File: src/rtl/riscv_mem_pkg.sv
// ============================================================================
// Module   : riscv_mem_pkg
// Brief    : Shared types for the iBus/dBus single-port memory arbiter.
// Revision : 1.0 - initial release
// ============================================================================
`default_nettype none

package riscv_mem_pkg;

    typedef enum logic {
        OWN_I = 1'b0,
        OWN_D = 1'b1
    } owner_e;

    typedef struct packed {
        owner_e owner;
        logic   is_write;
    } owner_ent_t;

endpackage

`default_nettype wire

File: src/rtl/arb_owner_fifo.sv
// ============================================================================
// Module   : arb_owner_fifo
// Brief    : In-order ownership FIFO with wrap-around pointers and a count.
// Revision : 1.0 - initial release
// ============================================================================
`default_nettype none

module arb_owner_fifo #(
    parameter int  DEPTH = 2,
    parameter type T     = logic,
    localparam int CW    = $clog2(DEPTH + 1)
) (
    input  logic          clk,
    input  logic          rst,
    input  logic          push_i,
    input  T              din_i,
    input  logic          pop_i,
    output T              dout_o,
    output logic          full_o,
    output logic          empty_o,
    output logic [CW-1:0] count_o
);

    localparam int PW = (DEPTH > 1) ? $clog2(DEPTH) : 1;

    T              mem_q [DEPTH];
    logic [PW-1:0] wr_ptr_q;
    logic [PW-1:0] rd_ptr_q;
    logic [CW-1:0] count_q;
    logic          do_push;
    logic          do_pop;

    function automatic logic [PW-1:0] ptr_inc(input logic [PW-1:0] p);
        return (p == PW'(DEPTH - 1)) ? '0 : p + PW'(1);
    endfunction

    assign full_o  = (count_q == CW'(DEPTH));
    assign empty_o = (count_q == '0);
    assign count_o = count_q;
    assign dout_o  = mem_q[rd_ptr_q];
    assign do_push = push_i && !full_o;
    assign do_pop  = pop_i && !empty_o;

    always_ff @(posedge clk) begin
        if (do_push) begin
            mem_q[wr_ptr_q] <= din_i;
        end
    end

    always_ff @(posedge clk) begin
        if (rst) begin
            wr_ptr_q <= '0;
            rd_ptr_q <= '0;
            count_q  <= '0;
        end else begin
            if (do_push) wr_ptr_q <= ptr_inc(wr_ptr_q);
            if (do_pop)  rd_ptr_q <= ptr_inc(rd_ptr_q);
            case ({do_push, do_pop})
                2'b10:   count_q <= count_q + CW'(1);
                2'b01:   count_q <= count_q - CW'(1);
                default: count_q <= count_q;
            endcase
        end
    end

endmodule

`default_nettype wire

File: src/rtl/mem_port_arbiter.sv
// ============================================================================
// Module   : mem_port_arbiter
// Brief    : Round-robin iBus/dBus arbiter onto one valid/ready memory port.
// Revision : 1.0 - initial release
// ============================================================================
`default_nettype none

module mem_port_arbiter
    import riscv_mem_pkg::*;
#(
    parameter int OUTSTANDING = 2,
    parameter int AW          = 32
) (
    input  logic          clk,
    input  logic          rst,
    input  logic          iBus_cmd_valid,
    output logic          iBus_cmd_ready,
    input  logic [AW-1:0] iBus_cmd_payload_pc,
    output logic          iBus_rsp_ready,
    output logic [31:0]   iBus_rsp_instr,
    input  logic          dBus_cmd_valid,
    output logic          dBus_cmd_ready,
    input  logic [AW-1:0] dBus_cmd_payload_addr,
    input  logic [31:0]   dBus_cmd_payload_data,
    input  logic [3:0]    dBus_cmd_payload_size,
    input  logic          dBus_cmd_payload_wr,
    output logic          dBus_rsp_valid,
    output logic [31:0]   dBus_rsp_data,
    output logic          m_valid,
    input  logic          m_ready,
    output logic          m_we,
    output logic [AW-1:0] m_addr,
    output logic [31:0]   m_data,
    output logic [3:0]    m_mask,
    input  logic          r_valid,
    input  logic [31:0]   r_data,
    output logic          rsp_orphan
);

    localparam int CW = $clog2(OUTSTANDING + 1);

    owner_e        last_q;
    owner_e        lock_sel_q;
    logic          locked_q;
    logic          orphan_q;
    owner_e        sel;
    logic          winner_valid;
    logic          accept;
    logic          sel_d;
    logic          rsp_hit;
    logic          fifo_full;
    logic          fifo_empty;
    logic [CW-1:0] fifo_count;
    owner_ent_t    push_ent;
    owner_ent_t    head_ent;

    // A stalled grant keeps its port so the presented payload cannot switch mid-handshake.
    always_comb begin
        sel = OWN_I;
        if (locked_q) begin
            sel = lock_sel_q;
        end else if (iBus_cmd_valid && dBus_cmd_valid) begin
            sel = (last_q == OWN_I) ? OWN_D : OWN_I;
        end else if (dBus_cmd_valid) begin
            sel = OWN_D;
        end
    end

    assign sel_d          = (sel == OWN_D);
    assign winner_valid   = sel_d ? dBus_cmd_valid : iBus_cmd_valid;
    assign m_valid        = !rst && winner_valid && !fifo_full;
    assign accept         = m_valid && m_ready;
    assign iBus_cmd_ready = accept && !sel_d;
    assign dBus_cmd_ready = accept && sel_d;

    assign m_we   = m_valid && sel_d && dBus_cmd_payload_wr;
    assign m_addr = !m_valid ? '0 : (sel_d ? dBus_cmd_payload_addr : iBus_cmd_payload_pc);
    assign m_data = (m_valid && sel_d) ? dBus_cmd_payload_data : '0;
    assign m_mask = (m_valid && sel_d) ? dBus_cmd_payload_size : '0;

    assign push_ent = '{owner: sel, is_write: sel_d && dBus_cmd_payload_wr};

    arb_owner_fifo #(
        .DEPTH (OUTSTANDING),
        .T     (owner_ent_t)
    ) u_owner_fifo (
        .clk     (clk),
        .rst     (rst),
        .push_i  (accept),
        .din_i   (push_ent),
        .pop_i   (rsp_hit),
        .dout_o  (head_ent),
        .full_o  (fifo_full),
        .empty_o (fifo_empty),
        .count_o (fifo_count)
    );

    // Write acknowledgements are popped like any response but never reach the bus.
    assign rsp_hit        = !rst && r_valid && !fifo_empty;
    assign iBus_rsp_ready = rsp_hit && (head_ent.owner == OWN_I);
    assign iBus_rsp_instr = iBus_rsp_ready ? r_data : '0;
    assign dBus_rsp_valid = rsp_hit && (head_ent.owner == OWN_D) && !head_ent.is_write;
    assign dBus_rsp_data  = dBus_rsp_valid ? r_data : '0;
    assign rsp_orphan     = orphan_q && !rst;

    always_ff @(posedge clk) begin
        if (rst) begin
            last_q     <= OWN_D;
            lock_sel_q <= OWN_I;
            locked_q   <= 1'b0;
            orphan_q   <= 1'b0;
        end else begin
            if (accept) begin
                last_q <= sel;
            end
            locked_q <= m_valid && !m_ready;
            if (m_valid && !m_ready) begin
                lock_sel_q <= sel;
            end
            if (r_valid && (fifo_count == '0)) begin
                orphan_q <= 1'b1;
            end
        end
    end

endmodule

`default_nettype wire

File: config.mk
export PLATFORM = sky130hd
export DESIGN_NAME = mem_port_arbiter
export DESIGN_NICKNAME = d
export VERILOG_FILES = /design/src/rtl/riscv_mem_pkg.sv /design/src/rtl/arb_owner_fifo.sv /design/src/rtl/mem_port_arbiter.sv
export SDC_FILE = /design/constraint.sdc
export NUM_CORES = 1
export LEC_CHECK = 0
export BUFFER_PORTS_ARGS = -buffer_cell sky130_fd_sc_hd__clkbuf_2
export CORE_AREA = 2 2 109 111
export DETAILED_ROUTE_END_ITERATION = 16
export DIE_AREA = 0 0 111 113
export HOLD_SLACK_MARGIN = 0.03
export SETUP_SLACK_MARGIN = 0.15
export SYNTH_ARGS = -nofsm -noshare
export SYNTH_HDL_FRONTEND = slang
export SYNTH_SLANG_ARGS = --single-unit
File: constraint.sdc
create_clock -name clk -period 2.61 [get_ports clk]
set_input_delay 0.522 -clock clk [delete_from_list [all_inputs] [get_ports clk]]
set_output_delay 0.522 -clock clk [all_outputs]
set_load 0.03 [all_outputs]
==> run metrics, run 1 <==
vias per cell=4.364; fin. max-slew vios=0; largest net degree at the start of global routing=67; Final Cell Area=0.003470 mm^2; residual DRC count=0; # diodes=0; Max Fanout on Critical Path=34; Post-synth top cells=and3_1 (103), a21oi_1 (35), nand2_1 (33), nand3_1 (33), clkbuf_1 (30); Final Hold Vio Count=0; placed cells=approximately 700; Power Dens Cells=314.2 mW/mm^2; TritonCTS Buffers=3; main flop type after synthesis=dfxtp_1; Hold WC Path Type=flip-flop to flip-flop; die footprint=0.01254 mm^2; Setup CP Type=primary input to output pin; clock root buffer master=clkbuf_16; Slew headroom=60.16%; Cell variety after synth=31; most frequent cell after synthesis=and3_1; antenna viol nets, final=0; GPL Wtd Cong=0.7260; Core Util, Final=30.78%; Num Clock Sinks=13; post-route insts no fill=689; static leakage power=around 2.3 nW; Slew @ Worst Pin=0.5976 ns; die width=between 100 and 150 um; min cycle time layout=2.333 ns; register area share after synthesis=16.26%; R2R cell count=7; crit end category=output pin; Synth area leader=and3_1; post-synthesis async set-or-reset flop share=0%; Critical Path Source Type=primary input; routed len/inst=approximately 14 um; gr usage total=13.95%; RSZ-0062 raised after global routing=false; GRT overflow=0; nets=between 600 and 700; Critical Path AT=roughly 1.8 ns; Ys Warns=0; Mapped Nets=433; antenna violations before repair=0; CTS Hold Buffers Added=0; setup TNS=0 ns; syn_area_per_cell=approximately 6.3 um^2; clock latency on the worst-skew pair=0.24 ns; Final Cycle Share=about nine tenths; H-tree Lvls=1; Initial Util=16.38%; Crit path required time=2.09 ns; drt first pass iters=4; CTS clk-pin slew, worst paths=0.04 ns; CORE AREA=0.01127 mm^2; CTS tree=done; flops & latches, synth=13; clk buf depth=2; Worst VDD drop=around 0.21 mV; routed via count=approximately 3000; total power=1.090 mW; I/O pins=278; MaxCap Viol Count=0; Layout Skew=about 0.00084 ns; First DRT Iteration DRCs=roughly 160; drt total wl=9636 um; Post-DP HPWL=7895 um; layout cells sized above 1=54.40%; die height=roughly 110 um; Max Freq=428.6 MHz; row count=39; top post-synthesis cells by area=and3_1 (35%), dfxtp_1 (9.8%), a21oi_1 (9.5%), nand3_1 (8.9%), nand2_1 (6.7%); vias in the first global route=2663; Hold Path Depth=1; synthesized area=0.001847 mm^2; area delta synth->final=87.87%; status=finished, final reports clean; Synth top area share=34.89%; DP Area=between 0.003 and 0.004 mm^2; port bufs=277; post-synthesis instance total=293; Setup violations, final=0; Post-synth EDFFs=4; first-pass GRT wire length=between 10000 and 15000 um
## final timing paths
kind                                      from                      end  slack [ns]
worst min-delay path                    last_q                   last_q        0.46
worst max-delay path            dBus_cmd_valid                m_addr[5]        0.28
worst max register to register        locked_q  u_owner_fifo.count_o[1]        0.58
worst min register to register          last_q                   last_q        0.46
## critical path, stage by stage
cell and delay [ns]:
clkbuf_2 0.10, nor2b_1 0.15, a22oi_4 0.14, buf_4 0.36, nand3_1 0.12, a21oi_1 0.19
clkbuf_2 0.23
## cells by family (layout without fill, tap and decap cells)
kind of cell / after synthesis / in the layout / synth area share, %
buffers and inverters: 40 / 293 / 9.079
AND/OR/NAND/NOR: 192 / 192 / 57.93
XOR/XNOR: 3 / 3 / 1.423
flip-flops: 13 / 13 / 16.26
adder cells (fa/ha/maj): 1 / 1 / 0.6774
AO/OA/AOI/OAI: 42 / 42 / 13.55
multiplexers: 2 / 2 / 1.084
## flip-flops by register name, summed over array words and instances (netlist names), named ones only
register               cells
orphan_q                   1
u_owner_fifo.count_o       2
u_owner_fifo.wr_ptr_q      1
last_q                     1
u_owner_fifo.mem_q         4
locked_q                   1
lock_sel_q                 1
u_owner_fifo.rd_ptr_q      1
## layer usage
metal / part of all wire, % / GRT usage, % / up-vias
met5: 0 / 0 / -
met4: 0.45 / 2.417 / 0
met3: 9.5 / 4.553 / 4
met2: 47 / 23.31 / 142
met1: 43 / 17.88 / 1308
li1: - / - / 1553
## timing repair
| item | CTS | global route |
|---|---|---|
| setup buffers | 0 | 0 |
| gates resized for setup | 1 | 0 |
| endpoints found under the setup margin | 33 | 0 |
## report_power, final
group / leakage, nW / switching [mW] / total (mW) / internal, mW
Sequential: 0.111 / 0.0112 / 0.234 / 0.223
Clock: 0.0382 / 0.0814 / 0.287 / 0.206
Combinational: 2.16 / 0.361 / 0.569 / 0.208
## stage by stage
stage / hold WS, ns / setup WS (ns)
CTS: 0.4634 / 0.2656
detailed placement: 0.4530 / 0.2766
global placement: 0.4564 / 0.2733
finish: 0.4610 / 0.2770
floorplan: 0.4290 / 0.1942
global route: 0.5004 / 0.1625
## placed cells by master, fill, tap and decap left out, types with 2 or more instances in the layout
master / count
nor2_1: 8
and3_1: 103
or3_1: 3
clkbuf_2: 277
clkbuf_16: 3
edfxtp_1: 4
nor2b_1: 5
xnor2_1: 2
dfxtp_1: 9
a21oi_1: 35
nand3_1: 33
inv_1: 2
nand2_1: 33
and2_1: 3
buf_4: 5
buf_12: 4
## layout make-up
type / count / area (um^2)
fillers: 1291 / 7802
flip-flops and latches: 13 / 300.3
clock buffers: 4 / 78.83
well taps: 143 / 178.9
multi-input cells: 240 / 1396
repair buffers: 286 / 1504
inverters: 3 / 11.26
(Power assumes the default switching activity.)
==> run 2, diff against run 1 <==
--- a/config.mk
+++ b/config.mk
@@ -6,10 +6,11 @@
 export NUM_CORES = 1
 export LEC_CHECK = 0
 export BUFFER_PORTS_ARGS = -buffer_cell sky130_fd_sc_hd__clkbuf_2
+export CAP_MARGIN = 0
 export CORE_AREA = 2 2 109 111
 export DETAILED_ROUTE_END_ITERATION = 16
 export DIE_AREA = 0 0 111 113
-export HOLD_SLACK_MARGIN = 0.03
+export RECOVER_POWER = 50
 export SETUP_SLACK_MARGIN = 0.15
 export SYNTH_ARGS = -nofsm -noshare
 export SYNTH_HDL_FRONTEND = slang
==> run 2 against run 1 <==
  * Hold slack lost 0.00072 ns
  * Sequential power hardly changed
  * Register-to-register slack worse by 0.17 ns
==> run metrics, run 2 (synthesized netlist as in run 1, its figures left out) <==
status=finished, final reports clean; largest net degree at the start of global routing=67; CP top delay family=buffers and inverters; RSZ-0062 raised after global routing=false; gr usage total=13.95%; routed via count=approximately 3000; Clk pwr share=26.6%; nets=687; clk buf depth=2; drt total wl=between 9000 and 10000 um; first-pass GRT wire length=14210 um; Layout Skew=0.0005600 ns; clock latency on the worst-skew pair=0.24 ns; Sw Share=a little over two fifths; Critical Path Source Type=primary input; TritonCTS Buffers=3; CTS tree=done; residual DRC count=0; area delta synth->final=83.20%; min cycle time layout=2.449 ns; Hold WC Path Type=flip-flop to flip-flop; layout cells sized above 1=43.96%; commonest non-fill, non-tap cell in the layout=clkbuf_2; GRT overflow=0; Max Freq=408.3 MHz; Power Dens Cells=319.2 mW/mm^2; crit-path cells=clkbuf_2 -> and3b_1 -> nor3_1 -> buf_12 -> and3_1 -> clkbuf_1; largest reg by FF count=u_owner_fifo.mem_q; Max Fanout on Critical Path=40; die width=111 um; Post-CTS Setup Bufs=0; antenna viol nets, final=0; internal power=0.6288 mW; buffers and inverters on the worst path=3; Setup CP Type=primary input to output pin; DP Area=0.003390 mm^2; die footprint=approximately 0.013 mm^2; vias per cell=4.370; routed len/inst=about 14 um; antenna violations before repair=0; Core Util, Final=around 30%; CP max-delay cell=clkbuf_1; most frequent cells in the layout=clkbuf_2 (224), and3_1 (103), clkbuf_1 (54); crit end category=output pin; P_sw=approximately 0.45 mW; H-tree Lvls=1; drt first pass iters=4; CORE AREA=0.01127 mm^2; clock root buffer master=clkbuf_16; Critical Path AT=1.93 ns; Slew @ Worst Pin=0.6017 ns; vias in the first global route=2663; row count=39; fin. max-slew vios=0; # diodes=0; port bufs=roughly 280; GPL Wtd Cong=0.7260; CTS clk-pin slew, worst paths=0.04 ns; Fillers=1313; static leakage power=2.123 nW; Num Clock Sinks=13; Initial Util=16.38%; Crit path required time=2.09 ns; Final Cycle Share=93.84%; Slew headroom=59.89%; MaxCap Viol Count=0; Comb power frac=51.7%; Setup violations, final=0; Worst VDD drop=0.2077 mV; First DRT Iteration DRCs=185; max reg flops=4; CP peak stage delay=a little under 0.4 ns; Final Cell Area=0.003383 mm^2; sequential power share=21.7%; setup TNS=0 ns; die height=113 um; I/O pins=278; Post-DP HPWL=roughly 7900 um; Final Hold Vio Count=0
[run 2: cell counts in the layout (fill, tap and decap cells not counted)]
Identical to the previous run, type by type.
[run 2: worst paths after layout]
kind | startpoint | endpoint | slack, ns | depth (start not counted)
worst max register to register | locked_q | u_owner_fifo.count_o[1] | 0.41 | 7
worst min register to register | last_q | last_q | 0.46 | 1
worst min-delay path | last_q | last_q | 0.46 | 1
worst max-delay path | dBus_cmd_valid | m_we | 0.16 | 6
[run 2: area by class of cell]
class	count	area [um^2]	area share [%]
inverter	3	11.26	0.3328
clock buffer	4	78.83	2.330
multi-input combinational	240	1376	40.68
tap	143	178.9	5.288
sequential	13	300.3	8.876
timing repair buffer	286	1438	42.49
[run 2: layer usage]
metal | GRT usage [%] | wire (um) | share of wire [%]
met4 | 2.417 | 49 | 0.51
met5 | 0 | 0 | 0
met2 | 23.31 | 4543 | 47
met1 | 17.88 | 4131 | 43
met3 | 4.553 | 949 | 9.8
[run 2: metrics by stage]
step | total power [mW] | worst slack (ns) | hold WS (ns) | cells
final | 1.080 | 0.1607 | 0.4603 | 689
after global routing | 1.147 | 0.08724 | 0.5004 | 689
after CTS | 1.102 | 0.2656 | 0.4634 | 689
after detailed placement | 0.8094 | 0.2766 | 0.4530 | 685
after global placement | 0.8096 | 0.2733 | 0.4564 | 685
after floorplan | 0.5745 | 0.1942 | 0.4290 | 293
[run 2: power by group through the flow]
stage               logic [mW]  registers (mW)  clock network (mW)
global placement         0.571           0.238                   0
global route             0.607           0.236               0.305
CTS                      0.573           0.234               0.294
detailed placement       0.571           0.238                   0
finish                   0.559           0.234               0.287
floorplan                0.340           0.235                   0
[run 2: timing repair]
item / 4_1_cts / 5_1_grt
endpoints found under the setup margin: 33 / 0
hold buffers: 0 / 0
gates resized for setup: 1 / 0
==> run 3, diff against run 2 <==
--- a/config.mk
+++ b/config.mk
@@ -10,7 +10,7 @@
 export CORE_AREA = 2 2 109 111
 export DETAILED_ROUTE_END_ITERATION = 16
 export DIE_AREA = 0 0 111 113
-export RECOVER_POWER = 50
+export RECOVER_POWER = 100
 export SETUP_SLACK_MARGIN = 0.15
 export SYNTH_ARGS = -nofsm -noshare
 export SYNTH_HDL_FRONTEND = slang
==> run 3 against run 2 <==
  * Wire length is 0.38% higher
  * Clock skew hardly changed
  * Clock power hardly changed
  * Critical path depth stayed put
  * Setup slack worse by 0.023 ns
  * Largest cell class is now multi-input combinational cells
==> run metrics, run 3 (synthesized netlist as in run 1, its figures left out) <==
clock root buffer master=clkbuf_16; CORE AREA=0.01127 mm^2; Seq. cell area=300.3 um^2; Worst R2R Start=locked_q; crit-path cells=clkbuf_2 -> and3b_1 -> nor3_1 -> buf_12 -> and3_1 -> clkbuf_1; status=finished, final reports clean; vias per cell=between 4 and 5; gr usage total=13.95%; CP max-delay cell=clkbuf_1; die height=113 um; largest reg by FF count=u_owner_fifo.mem_q; origin of the worst min-delay path=last_q; residual DRC count=0; Slew headroom=between 60 and 70%; CP Launch Point=dBus_cmd_valid; port bufs=277; Post-DP HPWL=between 7000 and 8000 um; Crit path required time=2.09 ns; min cycle time layout=around 2.5 ns; most frequent cells in the layout=clkbuf_2 (173), clkbuf_1 (105), and3_1 (103); Fillers=about 1300; GRT overflow=0; commonest non-fill, non-tap cell in the layout=clkbuf_2; crit end category=output pin; nets=687; largest net degree at the start of global routing=67; clk buf depth=2; clock latency on the worst-skew pair=0.24 ns; CTS clk-pin slew, worst paths=approximately 0.040 ns; static leakage power=~2 nW; H-tree Lvls=1; CTS Hold Buffers Added=0; worst setup path end=m_mask[2]; layout cells sized above 1=34.62%; Post-Place Setup Slack=0.2766 ns; Final WS setup=around 0.14 ns; Max Fanout on Critical Path=40; fin. max-slew vios=0; footprint of the multi-input gates=~0.0014 mm^2; Layout Skew=0.0005595 ns; RSZ-0062 raised after global routing=false; routed via count=~3000; Critical Path Source Type=primary input; Critical Path AT=1.95 ns; Power Dens Cells=324.2 mW/mm^2; Hold WC Path Type=flip-flop to flip-flop; Num Clock Sinks=13; Worst VDD drop=0.2075 mV; Final Cycle Share=94.72%; GPL Wtd Cong=0.7260; First DRT Iteration DRCs=191; I/O pins=278; worst reg2reg setup slack=0.41 ns; Setup CP Type=primary input to output pin; row count=39; TritonCTS Buffers=3; vias in the first global route=2663; Setup violations, final=0; drt first pass iters=6; CTS tree=done; max reg flops=4; die footprint=0.01254 mm^2; area delta synth->final=79.74%; first-pass GRT wire length=14210 um; setup TNS=0 ns; R2R cell count=7; Slew @ Worst Pin=0.5883 ns; # diodes=0; die width=111 um; antenna violations before repair=0; Initial Util=16.38%; Final Hold Vio Count=0; CP peak stage delay=between 0.4 and 0.5 ns; capturing point of the worst reg2reg path=u_owner_fifo.count_o[1]; antenna viol nets, final=0; MaxCap Viol Count=0; routed len/inst=roughly 14 um; Max Freq=404.5 MHz; drt total wl=between 9000 and 10000 um
[run 3: cell count changes in the layout (fill, tap and decap cells not counted)]
cell | previous run | this run
clkbuf_2 | 224 | 173
clkbuf_1 | 54 | 105
[run 3: stage by stage]
step	std cells	cell area, um^2	hold WS, ns	power (mW)	utilization [%]
after CTS	689	3470	0.4634	1.102	30.78
final	689	3319	0.4603	1.076	29.45
after floorplan	293	1847	0.4290	0.5745	-
after detailed placement	685	3390	0.4530	0.8094	30.07
after global routing	689	3319	0.5004	1.143	29.45
after global placement	685	3390	0.4564	0.8096	30.07
[run 3: power breakdown]
group / switching [mW] / internal (mW) / total, mW
Clock: 0.0811 / 0.206 / 0.287
Combinational: 0.359 / 0.196 / 0.555
Sequential: 0.0112 / 0.223 / 0.234
[run 3: area by class of cell]
type | instances | area share [%]
clock buffer | 4 | 2.375
inverter | 3 | 0.3392
multi-input combinational | 240 | 41.46
sequential | 13 | 9.046
tap | 143 | 5.390
timing repair buffer | 286 | 41.39
[run 3: worst min-delay path by stage]
stage          endpoint  slack (ns)  cells past startpoint
6_report         last_q        0.46                      1
5_1_grt          last_q        0.50                      1
4_1_cts          last_q        0.46                      1
3_5_place_dp     last_q        0.45                      1
3_3_place_gp     last_q        0.46                      1
2_1_floorplan  orphan_q        0.43                      2
[run 3: worst max-delay path: cells and delay by family]
| kind | cells | cell delay [ns] |
|---|---|---|
| buffers and inverters | 3 | 0.73 |
| and+or+nand+nor | 3 | 0.68 |
[run 3: routing by layer]
metal	GRT usage, %	share of wire [%]	vias up
li1	-	-	1551
met1	17.88	42	1310
met2	23.31	47	138
met3	4.553	11	4
met4	2.417	0.50	0
met5	0	0	-
[run 3: what timing repair did]
item                                    in CTS  in global routing
resized for setup                            1                  0
setup buffers                                0                  0
endpoints found under the setup margin      33                  0
